[config.mk]
export PLATFORM = sky130hd
export DESIGN_NAME = agu_req_gen_flat
export DESIGN_NICKNAME = d
export VERILOG_FILES = /design/src/rtl/agu_req_gen_if.sv /design/src/rtl/agu_req_gen.sv /design/src/flat_wrapper.sv
export SDC_FILE = /design/constraint.sdc
export NUM_CORES = 1
export LEC_CHECK = 0
export CAP_MARGIN = 15
export CORE_UTILIZATION = 54
export DETAILED_ROUTE_END_ITERATION = 8
export PLACE_DENSITY_LB_ADDON = 0.2
export SETUP_SLACK_MARGIN = 0.2
export SLEW_MARGIN = 40
export SYNTH_ARGS = -nofsm -noshare
export SYNTH_HDL_FRONTEND = slang
export SYNTH_SLANG_ARGS = --single-unit
[constraint.sdc]
create_clock -name clk -period 4.9 [get_ports clk]
set_clock_uncertainty 0.15 [all_clocks]
set_input_delay 0.98 -clock clk [delete_from_list [all_inputs] [get_ports clk]]
set_output_delay 0.98 -clock clk [all_outputs]
set_load 0.01 [all_outputs]
[src/rtl/agu_req_gen_if.sv]
// Request stream from agu_req_gen toward the memory port.
// master: the request generator (drives valid/payload); slave: the consumer (drives ready).
interface agu_req_gen_if #(
    parameter int BWADDR = 21,
    parameter int NJUMPS = 5
);
    logic              req_valid;
    logic              req_ready;
    logic [BWADDR-1:0] req_addr;
    logic [NJUMPS-1:0] req_jmp;
    logic              req_last;

    modport master (
        output req_valid,
        output req_addr,
        output req_jmp,
        output req_last,
        input  req_ready
    );

    modport slave (
        input  req_valid,
        input  req_addr,
        input  req_jmp,
        input  req_last,
        output req_ready
    );
endinterface

[src/rtl/agu_req_gen.sv]
// agu_req_gen: accepts a job (base, count), clears the AGU, then steps it once per
// loaded request and emits base+offset on a valid/ready stream with jump tag and last flag.
// Optional feature: define AGU_REQ_GEN_ABORT_EN to add the i_abort input, which cancels
// a running job and pulses done.
module agu_req_gen #(
    parameter int BWADDR = 21,
    parameter int BWCNT  = 16,
    parameter int NJUMPS = 5
) (
    input  logic              clk,
    input  logic              rst_n,
`ifdef AGU_REQ_GEN_ABORT_EN
    input  logic              i_abort,
`endif
    input  logic              i_start,
    input  logic [BWADDR-1:0] i_base_addr,
    input  logic [BWCNT-1:0]  i_count,
    output logic              o_busy,
    output logic              o_done,
    output logic              o_agu_clr,
    output logic              o_agu_step,
    input  logic [BWADDR-1:0] i_agu_addr,
    input  logic [NJUMPS-1:0] i_agu_on_j,
    agu_req_gen_if.master     req_if
);

    typedef enum logic [1:0] {
        S_IDLE,
        S_CLEAR,
        S_RUN,
        S_DRAIN
    } state_t;

    state_t            r_state;
    state_t            w_next_state;

    logic [BWADDR-1:0] r_base;
    logic [BWCNT-1:0]  r_remaining;
    logic              r_req_valid;
    logic [BWADDR-1:0] r_req_addr;
    logic [NJUMPS-1:0] r_req_jmp;
    logic              r_req_last;
    logic              r_done;

    logic              w_abort;
    logic              w_handshake;
    logic              w_load;
    logic              w_load_last;
    logic [BWADDR-1:0] w_abs_addr;

`ifdef AGU_REQ_GEN_ABORT_EN
    assign w_abort = i_abort && (r_state != S_IDLE);
`else
    assign w_abort = 1'b0;
`endif

    assign w_handshake = r_req_valid && req_if.req_ready;

    // The output register refills when it is empty or being drained this cycle; an abort
    // suppresses the load so the AGU is not advanced for a request that will never leave.
    assign w_load      = (r_state == S_RUN) && (r_remaining != '0) &&
                         (!r_req_valid || req_if.req_ready) && !w_abort;
    assign w_load_last = w_load && (r_remaining == BWCNT'(1));

    // Carry out of the top bit is discarded, so addresses wrap modulo 2^BWADDR.
    assign w_abs_addr  = r_base + i_agu_addr;

    // State register.
    always_ff @(posedge clk) begin
        // NOTE: sequential state uses non-blocking assignments so every register samples
        // pre-edge values, independent of process ordering.
        if (!rst_n) begin
            r_state <= S_IDLE;
        end else begin
            r_state <= w_next_state;
        end
    end

    // Next-state logic.
    always_comb begin
        // NOTE: default assignment first, so no path through the case leaves the signal
        // unassigned and a latch cannot be inferred.
        w_next_state = r_state;
        case (r_state)
            S_IDLE:  if (i_start && (i_count != '0)) w_next_state = S_CLEAR;
            S_CLEAR: w_next_state = S_RUN;
            S_RUN:   if (w_load_last) w_next_state = S_DRAIN;
            S_DRAIN: if (w_handshake) w_next_state = S_IDLE;
            default: w_next_state = S_IDLE;
        endcase
        if (w_abort) w_next_state = S_IDLE;
    end

    // Outputs decoded from the state; the AGU step is combinational with the load.
    always_comb begin
        o_busy     = (r_state != S_IDLE);
        o_agu_clr  = (r_state == S_CLEAR);
        o_agu_step = w_load;
    end

    // Job registers, output request register and done pulse.
    always_ff @(posedge clk) begin
        if (!rst_n) begin
            r_base      <= '0;
            r_remaining <= '0;
            r_req_valid <= 1'b0;
            r_req_addr  <= '0;
            r_req_jmp   <= '0;
            r_req_last  <= 1'b0;
            r_done      <= 1'b0;
        end else begin
            r_done <= 1'b0;
            case (r_state)
                S_IDLE: begin
                    if (i_start) begin
                        if (i_count != '0) begin
                            r_base      <= i_base_addr;
                            r_remaining <= i_count;
                        end else begin
                            // Empty job: complete immediately without touching the AGU.
                            r_done <= 1'b1;
                        end
                    end
                end
                S_RUN: begin
                    if (w_load) begin
                        r_req_valid <= 1'b1;
                        r_req_addr  <= w_abs_addr;
                        r_req_jmp   <= i_agu_on_j;
                        r_req_last  <= (r_remaining == BWCNT'(1));
                        r_remaining <= r_remaining - BWCNT'(1);
                    end
                end
                S_DRAIN: begin
                    if (w_handshake) begin
                        r_req_valid <= 1'b0;
                        r_done      <= 1'b1;
                    end
                end
                default: ;
            endcase
            // Abort wins over a simultaneous handshake: the held request is discarded.
            if (w_abort) begin
                r_req_valid <= 1'b0;
                r_remaining <= '0;
                r_done      <= 1'b1;
            end
        end
    end

    assign o_done           = r_done;
    assign req_if.req_valid = r_req_valid;
    assign req_if.req_addr  = r_req_addr;
    assign req_if.req_jmp   = r_req_jmp;
    assign req_if.req_last  = r_req_last;

endmodule

[src/flat_wrapper.sv]
// flat-port wrapper written by rule: the top's interface ports become plain ports
module agu_req_gen_flat 
#(
    parameter int BWADDR = 21,
    parameter int BWCNT  = 16,
    parameter int NJUMPS = 5
)
  (clk, rst_n, i_start, i_base_addr, i_count, o_busy, o_done, o_agu_clr, o_agu_step, i_agu_addr, i_agu_on_j, req_if_req_valid, req_if_req_addr, req_if_req_jmp, req_if_req_last, req_if_req_ready);
  agu_req_gen_if #(.BWADDR(BWADDR), .NJUMPS(NJUMPS)) req_if_i ();
  input  logic clk;
  input  logic rst_n;
  input  logic i_start;
  input  logic [BWADDR-1:0] i_base_addr;
  input  logic [BWCNT-1:0] i_count;
  output logic o_busy;
  output logic o_done;
  output logic o_agu_clr;
  output logic o_agu_step;
  input  logic [BWADDR-1:0] i_agu_addr;
  input  logic [NJUMPS-1:0] i_agu_on_j;
  output wire logic [$bits(req_if_i.req_valid)-1:0] req_if_req_valid;
  output wire logic [$bits(req_if_i.req_addr)-1:0] req_if_req_addr;
  output wire logic [$bits(req_if_i.req_jmp)-1:0] req_if_req_jmp;
  output wire logic [$bits(req_if_i.req_last)-1:0] req_if_req_last;
  input wire logic [$bits(req_if_i.req_ready)-1:0] req_if_req_ready;
  assign req_if_req_valid = req_if_i.req_valid;
  assign req_if_req_addr = req_if_i.req_addr;
  assign req_if_req_jmp = req_if_i.req_jmp;
  assign req_if_req_last = req_if_i.req_last;
  assign req_if_i.req_ready = req_if_req_ready;
  agu_req_gen #(.BWADDR(BWADDR), .BWCNT(BWCNT), .NJUMPS(NJUMPS)) u_core (.clk(clk), .rst_n(rst_n), .i_start(i_start), .i_base_addr(i_base_addr), .i_count(i_count), .o_busy(o_busy), .o_done(o_done), .o_agu_clr(o_agu_clr), .o_agu_step(o_agu_step), .i_agu_addr(i_agu_addr), .i_agu_on_j(i_agu_on_j), .req_if(req_if_i));
endmodule
==> key figures, run 1 <==
Status
  – Status: completed

Synthesis
  – Post-synthesis sequential area ratio: 0.331
  – Synthesis-stage register bit count: a little under 70
  – Synth async-reset ratio: 0
  – Top FF cell, synth: dfxtp_1
  – Yosys warning count: 0
  – Mapped Area: 4120 sq um
  – Post-synth cell types: 58
  – Syn Area/Cell: around 8 sq um
  – Post-synth EDFFs: 0
  – Syn Inst Count: approximately 500
  – Syn nets: 599

STA
  – Period minus WS final: 4110 ps
  – FMAX: 243 MHz
  – Hold Fails Final Rpt: 0
  – Final worst path period share: 0.839
  – Max transition margin: 0.506
  – Slew Viols, Final: 0
  – Final Setup Violations: 0
  – Setup TNS: 0 ps
  – Unrepaired setup endpoints after global routing: false
  – Worst-margin pin slew: about 740 ps
  – Final hold slack: between 300 and 400 ps

Floorplan
  – Chip width: 89.3 um
  – Die Span Y: 89.3 um
  – Initial core utilization: 0.562
  – Die Area: between 7000 and 8000 sq um
  – Num ports: 99
  – Core area: roughly 7300 sq um
  – Num rows: 31

Clocking
  – Root buffer cell: clkbuf_8
  – Post-CTS sizing: 0
  – CTS H-Tree Depth: 3
  – Longest Clk Path Bufs: 2
  – # clock sinks: 68
  – Cts bufs inserted: 9
  – Hold-fix buffers at CTS: 0
  – Clk_lat worst skew: between 300 and 400 ps
  – CTS tree: yes
  – Clock transition at the registers of the reported paths: about 70 ps
  – Total setup buffers inserted after CTS: 0

Route
  – DRC Markers: 0
  – Final ANT Viol Nets: 0
  – Vias per cell: ~5.7
  – Routed wire per std cell: roughly 15 um
  – DR vias: 3967
  – Drt total wl: 10200 um
  – DRT Pass-1 Iters: 5
  – Iter 0 DRT Violations: about 250

Power and ir drop
  – Power Dens Cells: approximately 520 nW/um^2
  – Leak pwr: around 2.1 nW
  – Peak supply drop: around 0.27 mV

Final layout
  – Antenna diodes: 0
  – Most frequent cells in the layout: 97 x clkdlybuf4s50_1, 68 x dfxtp_1, 66 x nand2_1, 34 x a21oi_1, 29 x nor2b_1
  – Final core occ: 0.728
  – Nets: a little under 700
  – Share of layout cells above drive strength 1: 0.0538
  – Most common cell after layout, fill and taps aside: clkdlybuf4s50_1
  – Area delta synth->final: 29.5%
  – Design Area, Final: roughly 5300 sq um

GRT
  – Gr usage total: 0.267
  – Vias in the first global route: about 3600
  – Largest net degree at the start of global routing: 46
  – Global route overflow: 0
  – Initial antenna violation count: 0
  – Wire length of the first global-routing pass: between 15000 and 20000 um

Critical path
  – WP data required: between 3000 and 4000 ps
  – Critical Path Start Type: flip-flop
  – WP data arrival: around 3000 ps
  – Largest fanout on the critical path: 27
  – Worst setup EP type: output port
  – Critical Setup Path Class: flip-flop to output port

Placed design
  – Routability Congestion: between 0.8 and 0.9
  – IO Port Bufs: 98
  – Placed Area: around 5100 sq um
  – Hpwl dp: approximately 7300 um

Worst hold path
  – Min-delay worst type: flip-flop to flip-flop

Flow run
  – Number of max-cap violations: 0
[area by class of cell]
type,instances,area (sq um)
inverter,19,71.3
timing repair buffer,102,1010
multi-input combinational,392,2580
clock inverter,2,35.0
clock buffer,12,155
fill,536,2000
sequential,68,1360
tap,99,124
[critical path: stages (launching register included)]
cell	delay, ps
dfxtp_1	330
inv_1	100
ha_1	150
buf_4	280
inv_1	370
a21oi_1	370
o31ai_4	130
inv_2	280
clkdlybuf4s50_1	600
[synth_stat cells (15+ instances only)]
cell type | count | area (sq um)
a21oi_1 | 34 | 170
nor2b_1 | 30 | 188
nor3_1 | 15 | 75.1
nand2_1 | 66 | 248
ha_1 | 27 | 338
clkbuf_1 | 15 | 56.3
dfxtp_1 | 68 | 1360
nand3_1 | 20 | 100
o21ai_0 | 28 | 140
inv_1 | 18 | 67.6
nor2_1 | 20 | 75.1
mux2i_1 | 22 | 220
[state kept, by name (all words and copies together), names as in the netlist]
name and count:
u_core.r_base 21, u_core.req_if.req_addr 21, u_core.req_if.req_jmp 5, u_core.req_if.req_valid 1, u_core.o_done 1, u_core.r_remaining 16, u_core.req_if.req_last 1, u_core.r_state 2
[metal layers]
layer / GRT usage / routed length, um / vias up
met1: 0.341 / 4620 / 1834
met2: 0.433 / 4710 / 145
met5: 0 / 0 / -
met4: 0.104 / 182 / 0
met3: 0.0674 / 707 / 17
li1: - / - / 1971
[kinds of logic after synthesis]
kind of cell,synth area share
adders and majority gates,0.0869
buffers and inverters,0.0468
DFF,0.331
xor gates and xnor gates,0.0340
muxes,0.0589
and+or+nand+nor,0.234
AOI/OAI and AO/OA,0.209
[metrics by stage]
step,std cells,power [mW],setup WS [ps]
final,694,2.75,787
after floorplan,504,1.87,1720
after CTS,694,2.74,791
after global placement,680,2.22,949
after detailed placement,680,2.26,927
after global routing,694,2.96,629
[where the power goes]
part	total (mW)	internal, mW	switching, mW
Clock	0.467	0.257	0.210
Sequential	0.853	0.715	0.138
Combinational	1.43	0.613	0.821
[worst paths after layout]
| path | from | end | slack, ps | cells past startpoint |
|---|---|---|---|---|
| worst min register to register | u_core.req_if.req_jmp[1]$_SDFFE_PN0P_ | u_core.req_if.req_jmp[1]$_SDFFE_PN0P_ | 320 | 2 |
| worst max-delay path | u_core.r_state[0]$_SDFFE_PN0P_ | o_agu_step | 790 | 8 |
| worst min-delay path | u_core.req_if.req_jmp[1]$_SDFFE_PN0P_ | u_core.req_if.req_jmp[1]$_SDFFE_PN0P_ | 320 | 2 |
| worst max register to register | u_core.r_state[0]$_SDFFE_PN0P_ | u_core.r_remaining[15]$_SDFFE_PN0P_ | 1740 | 10 |
(Power assumes the default switching activity.)
==> inputs of run 2 (changes only) <==
CORE_UTILIZATION = 50   (was 54)
clock period = 4.26 ns   (was 4.9 ns; I/O delays follow)
==> key figures, run 2 (synthesized netlist as in run 1, its figures left out) <==
Status
  – Status: completed

Critical path
  – Critical path's top delay family: buffers and inverters
  – CP most frequent cell: clkdlybuf4s50_1
  – R2R depth: 10 (unchanged)
  – Largest stage delay, worst path: 550 ps (-50 ps)
  – WP data arrival: 2480 ps (-500 ps)
  – WP data required: 3260 ps (-510 ps)
  – Critical Setup Path Class: input pin to output port
  – Largest fanout on the critical path: 4 (-85%)
  – RR Endpoint: u_core.req_if.req_addr[18]$_SDFFE_PN0P_
  – R2R Setup Slk: 1440 ps (-300 ps)
  – CP Depth: 6 (-2)
  – Critical Path Start Type: input pin
  – Worst setup EP type: output port
  – Crit-path cells: clkdlybuf4s50_1 > inv_1 > a21oi_1 > o31ai_4 > inv_2 > clkdlybuf4s50_1
  – R2R Path Start: u_core.r_base[0]$_SDFFE_PN0P_
  – WP buf/inv: 4 (-1)
  – Slowest cell on crit path: clkdlybuf4s50_1

STA
  – FMAX: 287 MHz
  – Worst-margin pin slew: 752 ps (+13.9 ps)
  – Final hold slack: 324 ps (+4.06 ps)
  – Hold Fails Final Rpt: 0 (unchanged)
  – Final Setup Violations: 0 (unchanged)
  – Slew Viols, Final: 0 (unchanged)
  – Period minus WS final: about 3500 ps
  – Final worst path period share: 0.818
  – PnR worst setup slack: 775 ps (-12.4 ps)
  – Max transition margin: 0.497 (-0.00929)
  – Setup TNS: 0 ps (unchanged)
  – Unrepaired setup endpoints after global routing: false

Floorplan
  – Die Area: 8600 sq um (+7.8%)
  – Core area: 7850 sq um (+7.0%)
  – Chip width: 92.8 um (+3.8%)
  – Num rows: 32 (+3.2%)
  – Die Span Y: 92.8 um (+3.8%)
  – Initial core utilization: 0.525 (-0.0370)
  – Num ports: 99 (unchanged)

Power and ir drop
  – Power Dens Cells: 601 nW/um^2 (+16%)
  – Final Power: 3.24 mW (+18%)
  – Leak pwr: 2.10 nW (+0.89%)
  – Peak supply drop: 0.298 mV (+12%)

Route
  – Iter 0 DRT Violations: 152 (-40%)
  – Routed wire per std cell: 15.1 um (+2.3%)
  – DRC Markers: 0 (unchanged)
  – Final ANT Viol Nets: 0 (unchanged)
  – DRT Pass-1 Iters: 4 (-1)
  – Vias per cell: 5.67 (-0.82%)
  – DR vias: 3980 (+0.33%)
  – Drt total wl: 10600 um (+3.5%)

Clocking
  – Longest Clk Path Bufs: 2 (unchanged)
  – Post-CTS sizing: 0 (unchanged)
  – Clk_lat worst skew: 350 ps (about the same)
  – Total setup buffers inserted after CTS: 0 (unchanged)
  – Root buffer cell: clkbuf_8
  – Cts bufs inserted: 9 (unchanged)
  – # clock sinks: 68 (unchanged)
  – CTS tree: yes
  – Clock transition at the registers of the reported paths: 70 ps (about the same)
  – CTS H-Tree Depth: 3 (unchanged)
  – Hold-fix buffers at CTS: 0 (unchanged)

Placed design
  – Placed cells: 686 (+0.88%)
  – Hpwl dp: 7790 um (+7.2%)
  – IO Port Bufs: 98 (unchanged)
  – Placed Area: 5160 sq um (+0.51%)
  – Routability Congestion: 0.884 (+1.1%)
  – Setup Slack @ Placement: 482 ps (-445 ps)

Final layout
  – Design Area, Final: 5390 sq um (+0.99%)
  – Final core occ: 0.686 (-0.0412)
  – Nets: 690 (+0.44%)
  – Post-route insts no fill: 702 (+1.2%)
  – Share of layout cells above drive strength 1: 0.0617 (+0.00789)
  – Most frequent cells in the layout: 97 x clkdlybuf4s50_1, 68 x dfxtp_1, 66 x nand2_1, 34 x a21oi_1, 29 x nor2b_1
  – Most common cell after layout, fill and taps aside: clkdlybuf4s50_1
  – Area delta synth->final: 30.8%
  – Antenna diodes: 0 (unchanged)

Worst hold path
  – Hold_sp: u_core.req_if.req_addr[6]$_SDFFE_PN0P_
  – Min-delay worst type: flip-flop to flip-flop
  – Hold endpoint: u_core.req_if.req_addr[6]$_SDFFE_PN0P_
  – Worst Hold Depth: 2 (unchanged)

GRT
  – Wire length of the first global-routing pass: 17900 um (+8.1%)
  – Gr usage total: 0.262 (-0.00429)
  – Global route overflow: 0 (unchanged)
  – Initial antenna violation count: 0 (unchanged)
  – Vias in the first global route: 3939 (+7.9%)
  – Largest net degree at the start of global routing: 38 (-17%)

Flow run
  – Number of max-cap violations: 0 (unchanged)
-- run 2: changes by cell type in the layout (fill, tap and decap cells not counted), sizes merged --
cell and change:
clkinvlp +2, clkinv +1, bufinv +1, buf +3, clkbuf -2
-- run 2: worst max-delay path by stage --
stage	startpoint	endpoint	slack [ps]
after CTS	req_if_req_ready	o_agu_step	760
after detailed placement	i_agu_addr[0]	u_core.req_if.req_addr[18]$_SDFFE_PN0P_	480
final	req_if_req_ready	o_agu_step	770
after global placement	i_agu_addr[0]	u_core.req_if.req_addr[18]$_SDFFE_PN0P_	570
after floorplan	i_agu_addr[0]	u_core.req_if.req_addr[18]$_SDFFE_PN0P_	1210
after global routing	i_agu_addr[0]	u_core.req_if.req_addr[18]$_SDFFE_PN0P_	620
-- run 2: metal layers --
metal / vias up / GRT usage / part of all wire
li1: 1980 / - / -
met1: 1835 / 0.317 / 0.43
met2: 137 / 0.457 / 0.49
met3: 28 / 0.0624 / 0.059
met4: 0 / 0.0846 / 0.022
met5: - / 0 / 0
-- run 2: cell type report --
type                    count  area (sq um)
well taps                 102           128
multi-input cells         392          2580
repair buffers            105          1030
flip-flops and latches     68          1360
clock inverters             6          88.8
inverters                  19          71.3
clock buffers              10           128
fillers                   671          2460
-- run 2: tightest hold or removal path, cell delays in order (launching register included) --
cell	delay [ps]
dfxtp_1	310
nand2_1	50
a21boi_0	70
-- run 2: power breakdown --
part | switching, mW | internal, mW | leakage (nW)
registers | 0.162 | 0.822 | 0.556
clock network | 0.262 | 0.330 | 0.102
logic | 0.948 | 0.716 | 1.44
==> inputs of run 3 (changes only) <==
CORE_UTILIZATION = 45   (was 50)
clock period = 3 ns   (was 4.26 ns; I/O delays follow)
==> key figures, run 3 (synthesized netlist as in run 1, its figures left out) <==
Floorplan
  – Initial core utilization: 0.468 (-0.0571)
  – Core area: 8810 sq um (+12%)
  – Die Span Y: 97.7 um (+5.3%)
  – Chip width: 97.7 um (+5.3%)
  – Num ports: 99 (unchanged)
  – Num rows: 34 (+6.3%)
  – Die Area: 9540 sq um (+11%)

Clocking
  – # clock sinks: 68 (unchanged)
  – Cts bufs inserted: 9 (unchanged)
  – CTS H-Tree Depth: 3 (unchanged)
  – Longest Clk Path Bufs: 2 (unchanged)
  – Clock transition at the registers of the reported paths: 70 ps (about the same)
  – CTS tree: yes
  – Hold-fix buffers at CTS: 0 (unchanged)
  – Clk_lat worst skew: 350 ps (about the same)
  – Root buffer cell: clkbuf_8

Placed design
  – Hpwl dp: 7780 um (-0.12%)
  – Placed Area: 5360 sq um (+3.7%)
  – IO Port Bufs: 98 (unchanged)
  – Routability Congestion: 0.900 (+1.8%)

STA
  – Final Setup Violations: 0 (unchanged)
  – FMAX: 363 MHz
  – Final worst path period share: 0.918
  – Period minus WS final: between 2000 and 3000 ps
  – Setup TNS: 0 ps (unchanged)
  – Final hold slack: 313 ps (-11.1 ps)
  – Worst-margin pin slew: 748 ps (-4.16 ps)
  – Hold Fails Final Rpt: 0 (unchanged)
  – Max transition margin: 0.499 (+0.00278)
  – Slew Viols, Final: 0 (unchanged)
  – Unrepaired setup endpoints after global routing: true

Route
  – Vias per cell: 5.55 (-2.1%)
  – Final ANT Viol Nets: 0 (unchanged)
  – Routed wire per std cell: 14.9 um (-1.2%)
  – Iter 0 DRT Violations: 162 (+6.6%)
  – DR vias: 4122 (+3.6%)
  – DRT Pass-1 Iters: 9 (+5)
  – DRC Markers: 12 (+12)
  – Drt total wl: 11100 um (+4.6%)

Status
  – Status: finished, violations left
  – Failing checks: design-rule violations

Final layout
  – Most frequent cells in the layout: 95 x clkdlybuf4s50_1, 68 x dfxtp_1, 66 x nand2_1, 41 x buf_4, 32 x a21oi_1
  – Most common cell after layout, fill and taps aside: clkdlybuf4s50_1
  – Antenna diodes: 0 (unchanged)
  – Design Area, Final: 5770 sq um (+7.1%)
  – Area delta synth->final: 40.1%
  – Final core occ: 0.655 (-0.0314)
  – Nets: 725 (+5.1%)
  – Share of layout cells above drive strength 1: 0.134 (+0.0722)

GRT
  – Gr usage total: 0.240 (-0.0230)
  – Initial antenna violation count: 0 (unchanged)
  – Global route overflow: 0 (unchanged)
  – Largest net degree at the start of global routing: 45 (+18%)
  – Wire length of the first global-routing pass: 18700 um (+4.2%)
  – Vias in the first global route: 3991 (+1.3%)

Power and ir drop
  – Leak pwr: 2.31 nW (+10%)
  – Final Power: 4.95 mW (+53%)
  – Power Dens Cells: 858 nW/um^2 (+43%)
  – Peak supply drop: 0.376 mV (+26%)

Critical path
  – Worst setup EP type: flip-flop
  – WP buf/inv: 9 (+5)
  – WP data required: 3120 ps (-140 ps)
  – Crit-path cells: clkdlybuf4s50_1 > inv_2 > fa_2 > nand2b_4 > a21oi_4 > buf_4 > buf_4 > buf_4 > buf_4 > buf_4 > buf_4 > buf_4 > nor3_2 > nand3b_1 > a21boi_0
  – CP most frequent cell: buf_4
  – Slowest cell on crit path: clkdlybuf4s50_1
  – Critical Setup Path Class: input pin to flip-flop
  – Critical path's top delay family: buffers and inverters
  – Largest stage delay, worst path: 500 ps (-50 ps)
  – Largest fanout on the critical path: 2 (-2)
  – Critical Path Start Type: input pin
  – WP data arrival: 2870 ps (+390 ps)

Flow run
  – Number of max-cap violations: 0 (unchanged)

Worst hold path
  – Min-delay worst type: flip-flop to flip-flop
## run 3: cell count changes in the layout (fill, tap and decap cells not counted), moves of 2 or more
cell             delta
buf_4              +34
a21oi_1             -2
clkdlybuf4s50_1     -2
dlygate4sd2_1       +2
ha_1                -2
inv_1               -2
inv_2               +2
o21ai_2             +2
## run 3: per-stage QoR
step	cells	setup WS [ps]
finish	743	246
global route	743	140
CTS	743	202
detailed placement	715	-308
global placement	715	-241
floorplan	504	247
## run 3: tightest hold or removal path: stages (launching register included)
cell	delay, ps
dfxtp_1	310
nand2_1	50
a21boi_0	60
## run 3: timing repair
| action | in CTS | in global routing |
|---|---|---|
| resized for setup | 10 | 7 |
| endpoints found under the setup margin | 6 | 6 |
| setup buffers | 12 | 0 |
| gates cloned | 0 | 0 |
| endpoints found under the hold margin | 0 | 0 |
| pin swaps | 10 | 4 |
## run 3: final cells by class
type	instances	area (sq um)
fill	727	3040
multi-input combinational	392	2650
sequential	68	1360
timing repair buffer	140	1300
clock buffer	10	138
tap	108	135
clock inverter	6	111
inverter	19	71.3
## run 3: where the power goes
part	switching, mW	internal [mW]
clock network	0.375	0.575
registers	0.225	1.17
logic	1.42	1.19
total	2.02	2.93
## run 3: worst paths after layout
kind / from / to / slack (ps) / cells after the start
worst max register to register: u_core.r_remaining[7]$_SDFFE_PN0P_ / u_core.r_remaining[3]$_SDFFE_PN0P_ / 360 / 8
worst min register to register: u_core.req_if.req_addr[6]$_SDFFE_PN0P_ / u_core.req_if.req_addr[6]$_SDFFE_PN0P_ / 310 / 2
worst min-delay path: u_core.req_if.req_addr[6]$_SDFFE_PN0P_ / u_core.req_if.req_addr[6]$_SDFFE_PN0P_ / 310 / 2
worst max-delay path: i_agu_addr[1] / u_core.req_if.req_addr[6]$_SDFFE_PN0P_ / 250 / 15
## run 3: layer usage
layer / vias up / routed length [um] / global-route usage
li1: 2049 / - / -
met1: 1912 / 5190 / 0.323
met2: 140 / 5060 / 0.381
met3: 21 / 607 / 0.0381
met4: 0 / 204 / 0.0979
met5: - / 0 / 0
